**src/rtl/multi_cam_cfg_seq.sv**
```systemverilog
// Power-up and I2C configuration sequencer for up to eight camera sensors.
// Define CAM_CFG_RETRY_EN to retry a failed camera up to MAX_RETRY extra times.
module multi_cam_cfg_seq #(
    parameter int unsigned NUM_CAMS  = 3,
    parameter logic [23:0] SEL_MAP   = 24'o76543101,
    parameter logic [2:0]  SEL_IDLE  = 3'b000,
    parameter int unsigned RST_DLY   = 100000,
    parameter int unsigned CFG_DLY   = 3000000,
    parameter int unsigned SETTLE    = 16,
    parameter int unsigned TIMEOUT   = 2000000,
    parameter int unsigned MAX_RETRY = 2
) (
    input  logic                clk,
    input  logic                rst_n,
    input  logic [NUM_CAMS-1:0] cam_en,
    input  logic                start,
    input  logic                cfg_done,
    input  logic                cfg_err,
    output logic                cfg_rst,
    output logic [2:0]          i2c_sel,
    output logic [NUM_CAMS-1:0] cam_reset_n,
    output logic [NUM_CAMS-1:0] cam_ok,
    output logic [NUM_CAMS-1:0] cam_fail,
    output logic                busy,
    output logic                all_done
);

    localparam int unsigned IdxW = (NUM_CAMS > 1) ? $clog2(NUM_CAMS) : 1;

    if (CFG_DLY <= RST_DLY || NUM_CAMS < 1 || NUM_CAMS > 8 || MAX_RETRY > 255)
    begin : g_param_check
        $error("multi_cam_cfg_seq: illegal parameter combination");
    end

    typedef enum logic [2:0] {StPwrUp, StSelect, StSettle, StRun, StNext, StDone} state_e;

    state_e              state_q, state_d;
    logic [31:0]         cnt_q, cnt_d, cnt_inc;
    logic [IdxW-1:0]     idx_q, idx_d;
    logic                cam_rel_q, cam_rel_d;
    logic [NUM_CAMS-1:0] ok_q, ok_d, fail_q, fail_d;
    logic [NUM_CAMS-1:0] idx_oh;
    logic [2:0]          sel_cam;
    logic                cam_sel_en;

`ifdef CAM_CFG_RETRY_EN
    localparam int unsigned AttW = (MAX_RETRY > 0) ? $clog2(MAX_RETRY + 1) : 1;
    logic [AttW-1:0] att_q, att_d;
`endif

    // Decode the current camera index into its one-hot flag, mux code and enable.
    always_comb begin
        idx_oh     = '0;
        sel_cam    = SEL_IDLE;
        cam_sel_en = 1'b0;
        for (int k = 0; k < NUM_CAMS; k++) begin
            if (idx_q == IdxW'(k)) begin
                idx_oh[k]  = 1'b1;
                sel_cam    = SEL_MAP[3*k +: 3];
                cam_sel_en = cam_en[k];
            end
        end
    end

    assign cnt_inc = (cnt_q == '1) ? cnt_q : cnt_q + 32'd1;

    always_comb begin
        state_d   = state_q;
        cnt_d     = cnt_q;
        idx_d     = idx_q;
        cam_rel_d = cam_rel_q;
        ok_d      = ok_q;
        fail_d    = fail_q;
`ifdef CAM_CFG_RETRY_EN
        att_d     = att_q;
`endif
        case (state_q)
            StPwrUp: begin
                cnt_d = cnt_inc;
                if (cnt_inc >= RST_DLY) cam_rel_d = 1'b1;
                if (cnt_inc == CFG_DLY) begin
                    cnt_d   = '0;
                    state_d = StSelect;
                end
            end
            StSelect: begin
                if (cam_sel_en) begin
`ifdef CAM_CFG_RETRY_EN
                    att_d = '0;
`endif
                    cnt_d   = '0;
                    state_d = StSettle;
                end else begin
                    state_d = StNext;
                end
            end
            StSettle: begin
                cnt_d = cnt_inc;
                if (cnt_inc >= SETTLE) begin
                    cnt_d   = '0;
                    state_d = StRun;
                end
            end
            StRun: begin
                cnt_d = cnt_inc;
                if (cfg_done) begin
                    ok_d    = ok_q | idx_oh;
                    state_d = StNext;
                end else if (cfg_err || cnt_inc >= TIMEOUT) begin
`ifdef CAM_CFG_RETRY_EN
                    if (att_q < AttW'(MAX_RETRY)) begin
                        att_d   = att_q + AttW'(1);
                        cnt_d   = '0;
                        state_d = StSettle;
                    end else begin
                        fail_d  = fail_q | idx_oh;
                        state_d = StNext;
                    end
`else
                    fail_d  = fail_q | idx_oh;
                    state_d = StNext;
`endif
                end
            end
            StNext: begin
                if (idx_q == IdxW'(NUM_CAMS - 1)) begin
                    state_d = StDone;
                end else begin
                    idx_d   = idx_q + IdxW'(1);
                    state_d = StSelect;
                end
            end
            StDone: begin
                // Restart skips power-up: sensors are already out of reset.
                if (start) begin
                    ok_d    = '0;
                    fail_d  = '0;
                    idx_d   = '0;
                    state_d = StSelect;
                end
            end
            default: state_d = StPwrUp;
        endcase
    end

    always_ff @(posedge clk or negedge rst_n) begin
        if (!rst_n) begin
            state_q   <= StPwrUp;
            cnt_q     <= '0;
            idx_q     <= '0;
            cam_rel_q <= 1'b0;
            ok_q      <= '0;
            fail_q    <= '0;
`ifdef CAM_CFG_RETRY_EN
            att_q     <= '0;
`endif
        end else begin
            state_q   <= state_d;
            cnt_q     <= cnt_d;
            idx_q     <= idx_d;
            cam_rel_q <= cam_rel_d;
            ok_q      <= ok_d;
            fail_q    <= fail_d;
`ifdef CAM_CFG_RETRY_EN
            att_q     <= att_d;
`endif
        end
    end

    assign cfg_rst     = (state_q != StRun);
    assign i2c_sel     = (state_q == StSettle || state_q == StRun) ? sel_cam : SEL_IDLE;
    assign busy        = (state_q == StSelect || state_q == StSettle ||
                          state_q == StRun    || state_q == StNext);
    assign all_done    = (state_q == StDone);
    assign cam_reset_n = {NUM_CAMS{cam_rel_q}};
    assign cam_ok      = ok_q;
    assign cam_fail    = fail_q;

endmodule

```
**config.mk**
```make
export PLATFORM = sky130hd
export DESIGN_NAME = multi_cam_cfg_seq
export DESIGN_NICKNAME = d
export VERILOG_FILES = /design/src/rtl/multi_cam_cfg_seq.sv
export SDC_FILE = /design/constraint.sdc
export NUM_CORES = 1
export LEC_CHECK = 0
export CORE_ASPECT_RATIO = 0.75
export CORE_MARGIN = 3
export CORE_UTILIZATION = 40
export CTS_BUF_LIST = sky130_fd_sc_hd__clkbuf_4 sky130_fd_sc_hd__clkbuf_8
export CTS_CLUSTER_DIAMETER = 60
export CTS_CLUSTER_SIZE = 25
export DETAILED_ROUTE_END_ITERATION = 8
export DONT_BUFFER_PORTS = 1
export GPL_TIMING_DRIVEN = 0
export HOLD_SLACK_MARGIN = 0.15
export PLACE_DENSITY = 0.56
export RECOVER_POWER = 100
export SETUP_SLACK_MARGIN = 0.5
export SLEW_MARGIN = 20
export SYNTH_ARGS = -nofsm -noshare
export SYNTH_HDL_FRONTEND = slang
export SYNTH_SLANG_ARGS = --single-unit
```
**constraint.sdc**
```tcl
create_clock -name clk -period 4.7 [get_ports clk]
set_input_delay 0.705 -clock clk [delete_from_list [all_inputs] [get_ports clk]]
set_output_delay 0.705 -clock clk [all_outputs]
set_load 0.05 [all_outputs]
```
; ---- Yosys cells after proc, flatten, opt, wreduce, memory -nomap -nowiden
; Index checks and enable logic that the tools add are counted.
[totals]
output_inout_bits = 15
mem_count = 0
ramBits = 0
latch_bits = 0
register_bits = 44
mem_bits_ro = 0
inputBits = 8
[op_classes]
eq_ne = 19
reduce_logical = 16
n_addsub = 2
n_mul = 0
n_bitwise = 2
shift = 0
muxes = 32
magnitude_cmp = 3
n_div = 0
[ops]
columns = op, n
row1 = 32-bit 2-to-1 mux, 4
row2 = 32-bit case mux with 4 select lines, 1
row3 = 3-bit 2-to-1 mux, 14
row4 = 32-bit by 1-bit adder with 32-bit output (second input constant), 1
row5 = 32-bit by 22-bit == test with 1-bit output (second input constant), 1
row6 = 32-bit == test (second input constant), 1
row7 = 32-bit by 17-bit >= comparator with 1-bit output (second input constant), 1
row8 = 32-bit by 21-bit >= comparator with 1-bit output (second input constant), 1
row9 = 32-bit by 5-bit >= comparator with 1-bit output (second input constant), 1
row10 = 3-bit case mux with 6 select lines, 1
row11 = 2-bit inequality test (second input constant), 8
row12 = 3-bit case mux with 2 select lines, 2
row13 = 4-bit AND reduction, 2
row14 = 1-bit 2-to-1 mux, 7
row15 = 3-bit by 2-bit == test with 1-bit output (second input constant), 2
row16 = 3-bit == test (second input constant), 2
row17 = 3-bit OR, 2
row18 = 3-bit AND reduction, 2
row19 = 1-bit logical OR, 5
row20 = 2-bit 2-to-1 mux, 2
row21 = 2-bit case mux with 2 select lines, 1
row22 = 2-bit AND reduction, 2
row23 = 2-bit nonzero test, 2
row24 = 4-bit nonzero test, 1
row25 = 8 further kinds, 8

; ---- Depth between registers and ports, before layout
[depth]
ltp_word = 7
ltp_mapped = 14
mapped_depth_nobuf = 11

; ---- Worst setup path before layout
; OpenSTA, ideal clock, no wires.
[synth_timing]
kind = register to register
from = reg cnt_q[0]
to = reg cnt_q[2]
stages_incl_launch_ff = 14
slack_ns = 0.918
t_arrival_ns = 3.697
setup_ns = 0.086
t_required_ns = 4.614
synth_period_minus_slack_ns = 3.782
n_path_buf = 3
path_cell_list = dfrtp_1 > ha_1 > buf_2 > nand4_2 > or3_1 > buf_2 > a2111oi_0 > xnor2_1 > o21ai_0 > or4_4 > nor4_4 > buf_6 > nand4b_1 > a32oi_1
[synth_via]
elab_chain_cells = 5
[synth_lines]
columns = item, line
row1 = "start, declared", 38  ; logic [31:0] cnt_q, cnt_d, cnt_inc;
row2 = "start signal, assigned", 159  ; cnt_q <= cnt_d;
row3 = 32-bit by 1-bit adder with 32-bit output or 32-bit == test (tied branches), 65  ; assign cnt_inc = (cnt_q == '1) ? cnt_q : cnt_q + 32'd1;
row4 = 32-bit 2-to-1 mux *, 65
row5 = 32-bit by 5-bit >= comparator with 1-bit output or 32-bit by 22-bit == test with 1-bit output (tied branches), "99, 81"
row6 = 32-bit 2-to-1 mux (on tied branches), "99, 81"
row7 = 32-bit case mux with 4 select lines *, 77  ; case (state_q)
; Every way passes the cells marked *; elsewhere a longest branch is shown, timed or not.
; A chain may end at the register's enable or synchronous reset.

; ---- Final worst setup path
[layout_timing]
from = reg cnt_q[0]
to = reg cnt_q[30]
; The elaborated chain is that of the path after synthesis.

==> metrics.md <==
| Metric | Value |
|---|---|
| Status | complete, but fails checks |
| Failing checks | max-capacitance violations, max-slew violations |
| Final setup fails | 0 |
| Site Rows | 30 |
| Power, Total | about 0.71 mW |
| CP delay by family, top | simple AND/OR/NAND/NOR gates |
| Starting Density | roughly two fifths |
| Compound-cell area share of the yosys netlist | between 20 and 30% |
| H-tree lvl count | 2 |
| Mux cell area share after synthesis | less than 1% |
| Post-Syn Area | slightly below 4000 µm² |
| Setup Slack @ Placement | -216 ps |
| Final setup margin | between 300 and 400 ps |
| Synth Area in Simple Gates | a little under a third |
| Crit path cell chain | ha_1, clkbuf_4, nand4_4, nor3_4, nand3_1, clkbuf_1, a311oi_1, a2bb2oi_1, and4_1, buf_2, a21oi_4, nor3_4, clkbuf_1, o31ai_1 |
| Storage cell area | around 1100 µm² |
| Seq cells post-synth | 44 |
| Critical Path Source Type | flip-flop |
| Xor and xnor area share after synthesis | under 10% |
| Max Cap Violations | 1 |
| Setup Skew | about 7.2 ps |
| Max VDD drop | between 0.07 and 0.08 mV |
| Hold Startpoint | cam_rel_q$_DFFE_PN0P_ |
| Max frequency | ~230 MHz |
| Routed length per instance | between 20 and 25 µm |
| DR DRC count | 0 |
| Worst skew pair latency | between 300 and 400 ps |
| HPWL after detailed placement | approximately 9.7 mm |
| Pre-antenna DRT Iters | 5 |
| RSZ-0062 raised after global routing | no |
| Root Driver | clkbuf_8 |
| Die height | between 90 and 100 µm |
| Cell taking the most area after synthesis | dfrtp_1 |
| Slowest cell delay on critical path | 490 ps |
| Slew @ Worst Pin | between 2000 and 2500 ps |
| Grt total ovfl | 0 |
| Max-slew headroom | -64.5% |
| Leak | ~1.8 nW |
| Setup crit start | cnt_q[0]$_DFFE_PN0P_ |
| Initial antenna violation count | 0 |
| Top cells by area, synth | dfrtp_1 28%, nand2_1 4.9%, nor2_1 3.6% |
| YS warnings | 0 |
| Worst Path Arrival | 4540 ps |
| Count of cell types in the netlist | 74 |
| ANT nets after route | 0 |
| Critical path's slowest cell | a311oi_1 |
| Min Tclk post-route | between 4000 and 5000 ps |
| Core ar. | slightly above 9000 µm² |
| Synth cell count leaders | 51 x nand2_1, 44 x dfrtp_1, 37 x nor2_1, 23 x o21ai_0, 22 x nand3_1 |
| Largest net degree at the start of global routing | 45 |
| Total Routing Usage GR | roughly 25% |
| EDFF count, synth | 0 |
| Chip Width | around 120 µm |
| Placer Congestion | around 1.0 |
| Clock tree from TritonCTS | yes |
| Multi-input logic area | around 2600 µm² |
| Sequential-to-total area share from yosys stat | between 20 and 30% |
| Vias/cell | around 6.5 |
| Gate Count Post-Synth | 478 |
| Worst Path Required | about 4900 ps |
| Cell Pwr Density | about 160 nW/µm² |
| Die area | 10900 µm² |
| Clk sinks | 44 |
| First-pass GRT wire length | 21.2 mm |
| Post-route clock period utilization | 92.4% |
| Fill count | between 900 and 1000 |
| I/O Pins | 23 |
| Fraction of registers with async set/reset | 100% |
| Initial DRC count | approximately 440 |
| Clock buffer depth | 2 |
| Critical path class | flip-flop to flip-flop |
| Total Wirelength | 13.6 mm |
| Main combinational cell family by area after synthesis | simple AND/OR/NAND/NOR gates |
| Critical path buffer and inverter count | 4 |
| Hold Path Class | flip-flop to flip-flop |
| Layout Utilization | between 40 and 50% |
| Top-area cell type share of the netlist area | 28.4% |
| Fin. Hold Viols | 0 |
| Layout net count | a little over 500 |
| Count of pins over their slew limit | 45 |
| CP Max Fanout | 10 |
| Vias in the first global route | 3726 |
| Antenna Cells | 0 |
| Num CTS Buffers | 5 |
| Most frequent cell after synthesis | nand2_1 |
| Origin of the critical flop-to-flop path | cnt_q[0]$_DFFE_PN0P_ |
| I/O Buffers | 0 |
| Adder-cell share of the synthesized area | 1.29% |
| Share of layout cells above drive strength 1 | between 10% and 20% |
| Routed via count | 4061 |
| Crit path capture type | flip-flop |
| Main synth FF type | dfrtp_1 |
| Clock-pin slew on the worst setup and hold paths | roughly 100 ps |
| Average cell area after synthesis | just over 8 µm² |
| R2R Setup Slk | roughly 360 ps |
| Area delta synth->final | 12.4% |
## worst reg2reg max path, cell delays in order (launching register included)
cell and delay, ps:
dfrtp_1 430, ha_1 170, clkbuf_4 220, nand4_4 180, nor3_4 420, nand3_1 260
clkbuf_1 410, a311oi_1 490, a2bb2oi_1 240, and4_1 230, buf_2 230, a21oi_4 150
nor3_4 410, clkbuf_1 290, o31ai_1 120
## metal layers
metal  global-route usage [%]  wire [µm]  up-vias
met1                     38.9       6480     1974
met3                     4.48       1160       27
met2                     33.6       5710      206
met4                     7.15        227        0
li1                         -          -     1854
met5                        0          0        -
## registers in the layout (all words and copies together), names as in the netlist
signal / flops
state_q: 3
cam_rel_q: 1
cam_ok: 3
cnt_q: 32
idx_q: 2
cam_fail: 3
## cell families (layout without fill, tap and decap cells)
group                    after synthesis  count (layout)
multiplexers                           2               2
XOR/XNOR                              12              12
AO/OA/AOI/OAI                        150             150
adder cells (fa/ha/maj)                4               4
other                                  1               2
buffers and inverters                 53              74
AND/OR/NAND/NOR                      212             212
flip-flops                            44              44
## through the flow
| step | instances | cell area, µm² | TNS [ps] | hold WS (ps) |
|---|---|---|---|---|
| 6_report | 628 | 4350 | 0 | 512 |
| 5_1_grt | 628 | 4350 | 0 | 538 |
| 4_1_cts | 620 | 4270 | 0 | 225 |
| 3_5_place_dp | 607 | 4040 | -2150 | 412 |
| 3_3_place_gp | 607 | 4040 | -3030 | 411 |
| 2_1_floorplan | 479 | 3870 | 0 | 409 |
## power breakdown
| group | switching [mW] | leakage (nW) | internal (mW) | total, mW |
|---|---|---|---|---|
| clock | 0.154 | 0.0586 | 0.164 | 0.319 |
| combinational | 0.0120 | 1.20 | 0.00227 | 0.0143 |
| sequential | 0 | 0.506 | 0.378 | 0.378 |
| total | 0.167 | 1.77 | 0.545 | 0.711 |
## placed cells by master (no fill, tap or decap), types with 12 or more instances in the layout
master    instances
inv_1            14
nor3_1           14
dfrtp_1          44
nand2_1          51
a21oi_1          15
nor2_1           37
clkbuf_1         22
a21o_1           12
o21ai_0          24
o31ai_1          13
buf_4            14
nand3_1          21
## final timing paths
check / endpoint / depth (start not counted)
worst min register to register: cam_rel_q$_DFFE_PN0P_ / 1
max in group asynchronous: cnt_q[20]$_DFFE_PN0P_ / 1
worst max-delay path: cnt_q[30]$_DFFE_PN0P_ / 14
min in group asynchronous: cnt_q[7]$_DFFE_PN0P_ / 1
worst max register to register: cnt_q[30]$_DFFE_PN0P_ / 14
worst min-delay path: cam_rel_q$_DFFE_PN0P_ / 1
## layout make-up
class                           count  area share, %
Sequential cell                    44           25.3
Buffer                             39           4.77
Inverter                           14           1.21
Tap cell                          128           3.68
Multi-Input combinational cell    382           60.4
Timing Repair Buffer               13           2.07
Clock inverter                      2          0.805
Clock buffer                        6           1.75
## repair_timing
action | 4_1_cts | 5_1_grt
setup endpoints to repair | 38 | 31
setup buffers | 4 | 8
pin swaps | 3 | 5
hold endpoints to repair | 44 | 0
gates resized for setup | 16 | 20
hold buffers | 1 | 0
No activity file was read; power rests on OpenSTA's default activity.
